===== src/rtl/tdm_pkg.sv =====
// Shared types and defaults for the TDM select sequencer.
package tdm_pkg;

  typedef enum logic {IDLE, SCAN} tdm_state_t;

  localparam int NUM_CH_DEFAULT = 4;

endpackage


===== src/rtl/tdm_dwell_counter.sv =====
// Modulo-DWELL cycle counter with enable. 'first' marks count 0 and 'wrap'
// marks count DWELL-1. With DWELL=1 every enabled cycle is both first and
// last, so no register is built.
module tdm_dwell_counter #(
  parameter int DWELL = 1
) (
  input  logic clk,
  input  logic rst_n,
  input  logic en,
  output logic first,
  output logic wrap
);

  generate
    if (DWELL == 1) begin : g_single
      logic unused_ins;
      assign unused_ins = ^{clk, rst_n, en};
      assign first = 1'b1;
      assign wrap  = 1'b1;
    end else begin : g_count
      localparam int CW = $clog2(DWELL);
      logic [CW-1:0] cnt;

      // Count enabled cycles, returning to 0 after DWELL-1.
      // NOTE: state registers use non-blocking (<=) so every flop samples pre-edge values.
      always_ff @(posedge clk or negedge rst_n) begin
        if (!rst_n)  cnt <= '0;
        else if (en) cnt <= wrap ? '0 : cnt + 1'b1;
      end

      assign wrap  = (cnt == CW'(DWELL - 1));
      assign first = (cnt == '0);
    end
  endgenerate

endmodule


===== src/rtl/tdm_select_sequencer.sv =====
// Upstream stage of the 4:1 mux / 1:4 demux link. Takes one NUM_CH-bit word
// per valid/ready handshake, holds it on mux_data and steps select_lines over
// channels 0..NUM_CH-1, DWELL cycles each, serialising one word per frame.
// Optional build macro LOOPBACK_CHECK_EN adds a sticky check of the looped-back
// mux output against the held word.
module tdm_select_sequencer
  import tdm_pkg::*;
#(
  parameter int NUM_CH = NUM_CH_DEFAULT,
  parameter int DWELL  = 1,
  parameter int SEL_W  = $clog2(NUM_CH)
) (
  input  logic              clk,
  input  logic              rst_n,
  input  logic              in_valid,
  output logic              in_ready,
  input  logic [NUM_CH-1:0] in_data,
  output logic [NUM_CH-1:0] mux_data,
  output logic [SEL_W-1:0]  select_lines,
  output logic              ch_valid,
  output logic              frame_start,
  output logic              frame_done,
  input  logic              mux_serial_in,
  output logic              check_err
);

  localparam logic [SEL_W-1:0] LAST_SEL = SEL_W'(NUM_CH - 1);

  tdm_state_t       state, state_d;
  logic [SEL_W-1:0] sel;
  logic             scan;
  logic             dwell_first;
  logic             dwell_wrap;
  logic             last_beat;
  logic             accept;

  tdm_dwell_counter #(.DWELL(DWELL)) u_dwell (
    .clk   (clk),
    .rst_n (rst_n),
    .en    (scan),
    .first (dwell_first),
    .wrap  (dwell_wrap)
  );

  assign scan      = (state == SCAN);
  assign last_beat = scan & (sel == LAST_SEL) & dwell_wrap;
  // rst_n gates ready so nothing is offered while the block is held in reset.
  assign in_ready  = rst_n & (~scan | last_beat);
  assign accept    = in_valid & in_ready;

  // State register.
  // NOTE: asynchronous active-low reset puts the FSM in IDLE without a clock edge.
  always_ff @(posedge clk or negedge rst_n) begin
    if (!rst_n) state <= IDLE;
    else        state <= state_d;
  end

  // Next state: start a frame on accept, leave SCAN only at a last beat with no new word.
  // NOTE: defaulting state_d first keeps every path assigned, so no latch is inferred.
  always_comb begin
    state_d = state;
    case (state)
      IDLE:    if (accept) state_d = SCAN;
      SCAN:    if (last_beat) state_d = accept ? SCAN : IDLE;
      default: state_d = IDLE;
    endcase
  end

  // Channel select: advance after each full dwell, wrapping to 0 after the last channel.
  always_ff @(posedge clk or negedge rst_n) begin
    if (!rst_n)                 sel <= '0;
    else if (scan & dwell_wrap) sel <= (sel == LAST_SEL) ? '0 : sel + 1'b1;
  end

  // Word register: load on accept, otherwise hold (including across IDLE).
  always_ff @(posedge clk or negedge rst_n) begin
    if (!rst_n)      mux_data <= '0;
    else if (accept) mux_data <= in_data;
  end

  assign select_lines = sel;
  assign ch_valid     = scan;
  assign frame_start  = scan & (sel == '0) & dwell_first;
  assign frame_done   = last_beat;

`ifdef LOOPBACK_CHECK_EN
  // Sticky loopback check, sampled in the final dwell cycle of each beat.
  always_ff @(posedge clk or negedge rst_n) begin
    if (!rst_n)
      check_err <= 1'b0;
    else if (scan & dwell_wrap & (mux_serial_in != mux_data[sel]))
      check_err <= 1'b1;
  end
`else
  logic unused_serial;
  assign unused_serial = mux_serial_in;
  assign check_err     = 1'b0;
`endif

endmodule


===== config.mk =====
export PLATFORM = sky130hd
export DESIGN_NAME = tdm_select_sequencer
export DESIGN_NICKNAME = d
export VERILOG_FILES = /design/src/rtl/tdm_pkg.sv /design/src/rtl/tdm_dwell_counter.sv /design/src/rtl/tdm_select_sequencer.sv
export SDC_FILE = /design/constraint.sdc
export NUM_CORES = 1
export LEC_CHECK = 0
export ABC_AREA = 1
export CORE_AREA = 2 2 39 41
export DETAILED_ROUTE_END_ITERATION = 16
export DIE_AREA = 0 0 41 43
export GPL_ROUTABILITY_DRIVEN = 0
export HOLD_SLACK_MARGIN = 0.06
export SLEW_MARGIN = 15
export SYNTH_ARGS = -nofsm -noshare
export SYNTH_HDL_FRONTEND = slang
export SYNTH_HIERARCHICAL = 1
export SYNTH_SLANG_ARGS = --single-unit

===== constraint.sdc =====
create_clock -name clk -period 1.4 [get_ports clk]
set_clock_uncertainty 0.1 [all_clocks]
set_input_delay 0.28 -clock clk [delete_from_list [all_inputs] [get_ports clk]]
set_output_delay 0.28 -clock clk [all_outputs]
set_load 0.01 [all_outputs]

==> impl_metrics.yaml, run 1 <==
route:
  drtPass1Iterations: 1
  post-route-drc-count: 0
  vias: 356
  routedWlPerCell_um: 9.07
  ant_nets: 0
  drtIter0Drc: 0
  routed_wl_um: 780
  viasPerCell: 4.14
cts:
  cts_tree: "built"
  clkLatencyLatePin_ns: 0.25
  cts_buffer_depth: 2
  cts_hold_buf: 0
  cts_max_level: 1
  cts_made_buffers: 3
  clk_pin_slew_worst_paths_ns: 0.05
  clock-root-buffer: "clkbuf_4"
  clkSinkCount: 7
sta:
  fin_hold_ws_ns: 0.262
  grt_setup_unrepaired: "true"
  hold_violations: 0
  slew_viol_final: 0
  fin_ws_ns: -0.174
  fin_crit_ns: 1.57
  fin_setup_tns_ns: -0.544
  max_freq_mhz: 636
  fin_crit_sh: 1.12
  setup_viol_count_final: 7
placement:
  dp_hpwl_um: 560
  portBuffers: 16
finish:
  drive_above_1_share: 0.429
  n_antenna_cell: 0
  nets: 81
  utilization: 0.479
  area_growth_pct: 79.1
  multi_input_area_sq_um: 200
  fill_cells: 135
  regArea_sq_um: 175
global_route:
  antenna_found_initial: 0
  grt_pass1_wl_um: 1220
  grt_usage: 0.107
  first_global_vias: 331
  overflow: 0
  grt_start_max_net_pins: 13
synth:
  synth_area_sq_um: 370
  synthCells: 42
  synth.distinct_cells: 13
  synth.yosys.warnings: 6
  synth_seq_cells: 7
  postSynthAreaPerCell_sq_um: 8.82
  synth-seq-area-share: 0.473
run_status:
  failed_checks: "negative setup slack"
  status: "finished with violations"
setup_path:
  critPathKind: "register to output pin"
  crit_path_start_kind: "register"
  required_ns: 1.02
  cp-end-kind: "output pin"
  cp.arrival_ns: 1.19
  cp_max_fo: 3
floorplanning:
  rows: 14
  fp.dieW_um: 41
  pin_count: 19
  die-area_sq_um: 1760
  die_y_um: 43
  initial_utilization: 0.268
  core_area_sq_um: 1380
hold_path:
  hold_class: "input pin to asynchronous set/reset pin"
pwr:
  peakVddDrop_uv: 729
  power_density_nw_per_um2: 1870
  cellLeakagePower_nw: 0.340
job:
  maxCapViolCount: 0
[final timing paths]
check	cells after the start	startpoint	slack [ns]	end
max in group asynchronous	2	rst_n	0.79	mux_data[2]$_DFFE_PN0P_
min	2	rst_n	0.26	select_lines[0]$_DFFE_PN0P_
min in group clk	2	mux_data[2]$_DFFE_PN0P_	0.37	mux_data[2]$_DFFE_PN0P_
max reg2reg	8	select_lines[0]$_DFFE_PN0P_	-0.02	mux_data[2]$_DFFE_PN0P_
max	4	select_lines[0]$_DFFE_PN0P_	-0.17	in_ready
min reg2reg	2	mux_data[2]$_DFFE_PN0P_	0.37	mux_data[2]$_DFFE_PN0P_
[Yosys cell counts]
cell type | count | share of area
and3_2 | 1 | 0.020
nand2_1 | 12 | 0.12
inv_1 | 4 | 0.041
ha_1 | 2 | 0.068
o21ai_0 | 2 | 0.027
a21boi_0 | 1 | 0.020
nand2_2 | 1 | 0.017
conb_1 | 2 | 0.020
buf_4 | 3 | 0.061
dfrtp_1 | 7 | 0.47
nor2_1 | 1 | 0.010
nand4_1 | 4 | 0.068
nand3_2 | 2 | 0.054
[routing by layer]
metal | global-route usage | up-vias | wire length (um)
met3 | 0.0471 | 0 | 72
li1 | - | 187 | -
met1 | 0.129 | 154 | 309
met4 | 0.0600 | 0 | 0
met2 | 0.153 | 15 | 398
met5 | 0 | - | 0
[cell usage in the layout (no fill, tap or decap), types with 2 or more instances in the layout]
cell             netlist  final
ha_2                   0      2
conb_1                 2      3
nand4_1                4      4
inv_1                  4      2
o21ai_0                2      2
buf_6                  0      5
nand2_1               12     10
clkdlybuf4s50_1        0      6
clkbuf_4               0      3
buf_4                  3      8
dlygate4sd2_1          0      4
nand2_2                1      2
dfrtp_1                7      7
inv_2                  0      2
clkbuf_2               0      2
[cell type report]
type | instances | share of cell area
Tap cell | 16 | 0.0302
Multi-Input combinational cell | 29 | 0.302
Inverter | 4 | 0.0226
Clock buffer | 4 | 0.0396
Sequential cell | 7 | 0.264
Timing Repair Buffer | 26 | 0.342
[power by group]
part / total, mW / internal, mW / switching [mW]
clock: 0.179 / 0.109 / 0.0703
sequential: 0.361 / 0.299 / 0.0619
combinational: 0.699 / 0.372 / 0.327
[critical path: stages, from the launching register on]
cell and delay (ns):
dfrtp_1 0.38, ha_2 0.21, nand3_2 0.09, a21boi_2 0.13
buf_2 0.14
[through the flow]
step / cells / power, mW / worst slack (ns) / cell area [sq um]
floorplan: 43 / 0.617 / 0.0261 / 374
global placement: 79 / 0.987 / -0.520 / 584
detailed placement: 79 / 0.999 / -0.534 / 584
CTS: 85 / 1.20 / -0.170 / 647
global route: 86 / 1.35 / -0.225 / 663
finish: 86 / 1.24 / -0.174 / 663
[sequential cells by signal, summed over array words and instances (netlist names)]
signal,flops
select_lines,2
mux_data,4
ch_valid,1
[kinds of logic after synthesis]
kind of cell	synth area share
compound gates	0.0473
fa+ha+maj	0.0676
buf+inv	0.101
flops	0.473
other cells	0.0203
simple gates	0.291
[timing repair]
item | 4_1_cts | 5_1_grt
gates cloned | 0 | 0
buffers inserted | 2 | 2
endpoints found under the setup margin | 10 | 11
gates resized for setup | 34 | 9
pin swaps | 3 | 3
endpoints found under the hold margin | 0 | 0
(Power assumes the default switching activity.)
==> run 2: changes to the inputs <==
--- a/config.mk
+++ b/config.mk
@@ -11,6 +11,7 @@
 export DIE_AREA = 0 0 41 43
 export GPL_ROUTABILITY_DRIVEN = 0
 export HOLD_SLACK_MARGIN = 0.06
+export PLACE_DENSITY = 0.69
 export SLEW_MARGIN = 15
 export SYNTH_ARGS = -nofsm -noshare
 export SYNTH_HDL_FRONTEND = slang
==> run 2 against run 1 <==
  * The run still ends with negative setup slack left
  * Count of clock-buffer cells in the layout unchanged
  * Combinational power decreased by 6.4%
  * Largest power group unchanged
  * Total power decreased by 2.9%
  * First-iteration DRC count increased by 3
  * Worst setup slack improved by 0.034 ns
  * Via count increased by 1.7%
  * Sequential power increased by 1%
  * Critical path depth unchanged
  * Die area unchanged
  * Worst hold slack got worse by 0.00067 ns
==> impl_metrics.yaml, run 2 (synthesis results as in run 1) <==
placement:
  dp_hpwl_um: 573
  portBuffers: 16
  post-place-cells: 78
sta:
  fin_crit_sh: 1.10
  setup_viol_count_final: 3
  fin_ws_ns: -0.139
  fin_setup_tns_ns: -0.339
  fin_crit_ns: 1.54
  grt_setup_unrepaired: "true"
  hold_violations: 0
  max_freq_mhz: 650
  slew_viol_final: 0
cts:
  clkLatencyLatePin_ns: 0.25
  clkSinkCount: 7
  cts_hold_buf: 0
  cts_max_level: 1
  cts_buffer_depth: 2
  cts_made_buffers: 3
  clk_pin_slew_worst_paths_ns: 0.05
  clock-root-buffer: "clkbuf_4"
  cts_tree: "built"
job:
  maxCapViolCount: 0
hold_path:
  hold_class: "input pin to asynchronous set/reset pin"
pwr:
  p_int_uw: 766
  switching_share: 0.363
  cellLeakagePower_nw: 0.340
  power.total_mw: 1.20
  p_sw_uw: 437
  seqPwrFrac: 0.304
  power_frac_comb: 0.544
  peakVddDrop_uv: 602
  power_density_nw_per_um2: 1880
  clkPwrFrac: 0.152
global_route:
  antenna_found_initial: 0
  first_global_vias: 336
  grt_usage: 0.111
  grt_pass1_wl_um: 1300
  grt_start_max_net_pins: 13
  overflow: 0
floorplanning:
  fp.dieW_um: 41
  rows: 14
  die-area_sq_um: 1760
  initial_utilization: 0.268
  core_area_sq_um: 1380
  pin_count: 19
  die_y_um: 43
finish:
  area_growth_pct: 72.6
  n_antenna_cell: 0
  fin_cells: 86
  layout_common_cells: "nand2_1 (12), buf_4 (10), dfrtp_1 (7)"
  drive_above_1_share: 0.329
  fill_cells: 155
  top_register: "mux_data"
  layout_commonest_cell: "nand2_1"
  nets: 81
  largest_reg_flops: 4
route:
  vias: 362
  viasPerCell: 4.21
  routed_wl_um: 774
  post-route-drc-count: 0
  drtPass1Iterations: 4
  drtIter0Drc: 3
  ant_nets: 0
  routedWlPerCell_um: 9.00
setup_path:
  slowest_stage: "dfrtp_1"
  slowest_delay_ns: 0.37
  crit_path_start_kind: "register"
  critPathTopFamily: "flip-flops"
  cp_max_fo: 3
  critPathKind: "register to output pin"
  r2r_start: "select_lines[1]$_DFFE_PN0P_"
  startpoint: "select_lines[1]$_DFFE_PN0P_"
  worstPathCellList: "ha_2 > nand3_2 > a21boi_1 > buf_2"
  cp.arrival_ns: 1.16
  critical_path_buf_inv_count: 1
  required_ns: 1.02
  cp-end-kind: "output pin"
run_status:
  status: "finished with violations"
  failed_checks: "negative setup slack"
[run 2: cell count changes in the layout (fill, tap and decap cells not counted), moves of 2 or more]
cell / before / now
buf_6: 5 / 3
inv_1: 2 / 4
nand2_1: 10 / 12
nand2_2: 2 / 0
buf_4: 8 / 10
inv_2: 2 / 0
[run 2: path summary, 6_finish.rpt]
check	end	slack [ns]	cells past startpoint
worst max-delay path	in_ready	-0.14	4
max in group asynchronous	mux_data[3]$_DFFE_PN0P_	0.79	2
worst max register to register	mux_data[2]$_DFFE_PN0P_	0.10	7
min in group clk	mux_data[3]$_DFFE_PN0P_	0.37	2
worst min register to register	mux_data[3]$_DFFE_PN0P_	0.37	2
worst min-delay path	ch_valid$_DFF_PN0_	0.26	2
[run 2: what timing repair did]
| item | CTS | global route |
|---|---|---|
| setup endpoints to repair | 10 | 10 |
| setup buffers | 2 | 2 |
| gates resized for setup | 25 | 7 |
| pin swaps | 1 | 0 |
[run 2: worst reg2reg max path, delay by kind of cell, from the launching register on]
family	cells	cell delay [ns]
buffers and inverters	1	0.15
and+or+nand+nor	5	0.36
DFF	1	0.37
adders and majority gates	1	0.20
[run 2: metrics by stage]
step / setup WS (ns) / hold WS, ns / util / area (sq um)
final: -0.139 / 0.261 / 0.462 / 639
after global routing: -0.220 / 0.265 / 0.462 / 639
after CTS: -0.160 / 0.249 / 0.440 / 609
after detailed placement: -0.452 / 0.367 / 0.417 / 577
after global placement: -0.441 / 0.362 / 0.417 / 577
after floorplan: 0.0261 / -0.116 / - / 374
[run 2: layer usage]
metal | GRT usage | part of all wire | up-vias
li1 | - | - | 187
met1 | 0.140 | 0.38 | 163
met2 | 0.163 | 0.55 | 12
met3 | 0.0157 | 0.068 | 0
met4 | 0.0800 | 0 | 0
met5 | 0 | 0 | -
[run 2: power by group through the flow]
stage                     registers, mW  logic [mW]  clock network (mW)
after floorplan                   0.416       0.201                   0
after global placement            0.369       0.594                   0
after detailed placement          0.372       0.609                   0
after CTS                         0.363       0.595               0.194
after global routing              0.376       0.733               0.204
final                             0.365       0.654               0.183
[run 2: cell type report]
type / count / area, sq um / share of cell area
Clock buffer: 4 / 26.3 / 0.0411
Timing Repair Buffer: 26 / 223 / 0.348
Sequential cell: 7 / 175 / 0.274
Tap cell: 16 / 20.0 / 0.0313
Inverter: 4 / 15.0 / 0.0235
Multi-Input combinational cell: 29 / 180 / 0.282
==> run 3: changes to the inputs <==
--- a/config.mk
+++ b/config.mk
@@ -11,7 +11,6 @@
 export DIE_AREA = 0 0 41 43
 export GPL_ROUTABILITY_DRIVEN = 0
 export HOLD_SLACK_MARGIN = 0.06
-export PLACE_DENSITY = 0.69
 export SLEW_MARGIN = 15
 export SYNTH_ARGS = -nofsm -noshare
 export SYNTH_HDL_FRONTEND = slang
==> results of run 3 <==
The final DEF is identical to that of run 1; final timing and power are the same.
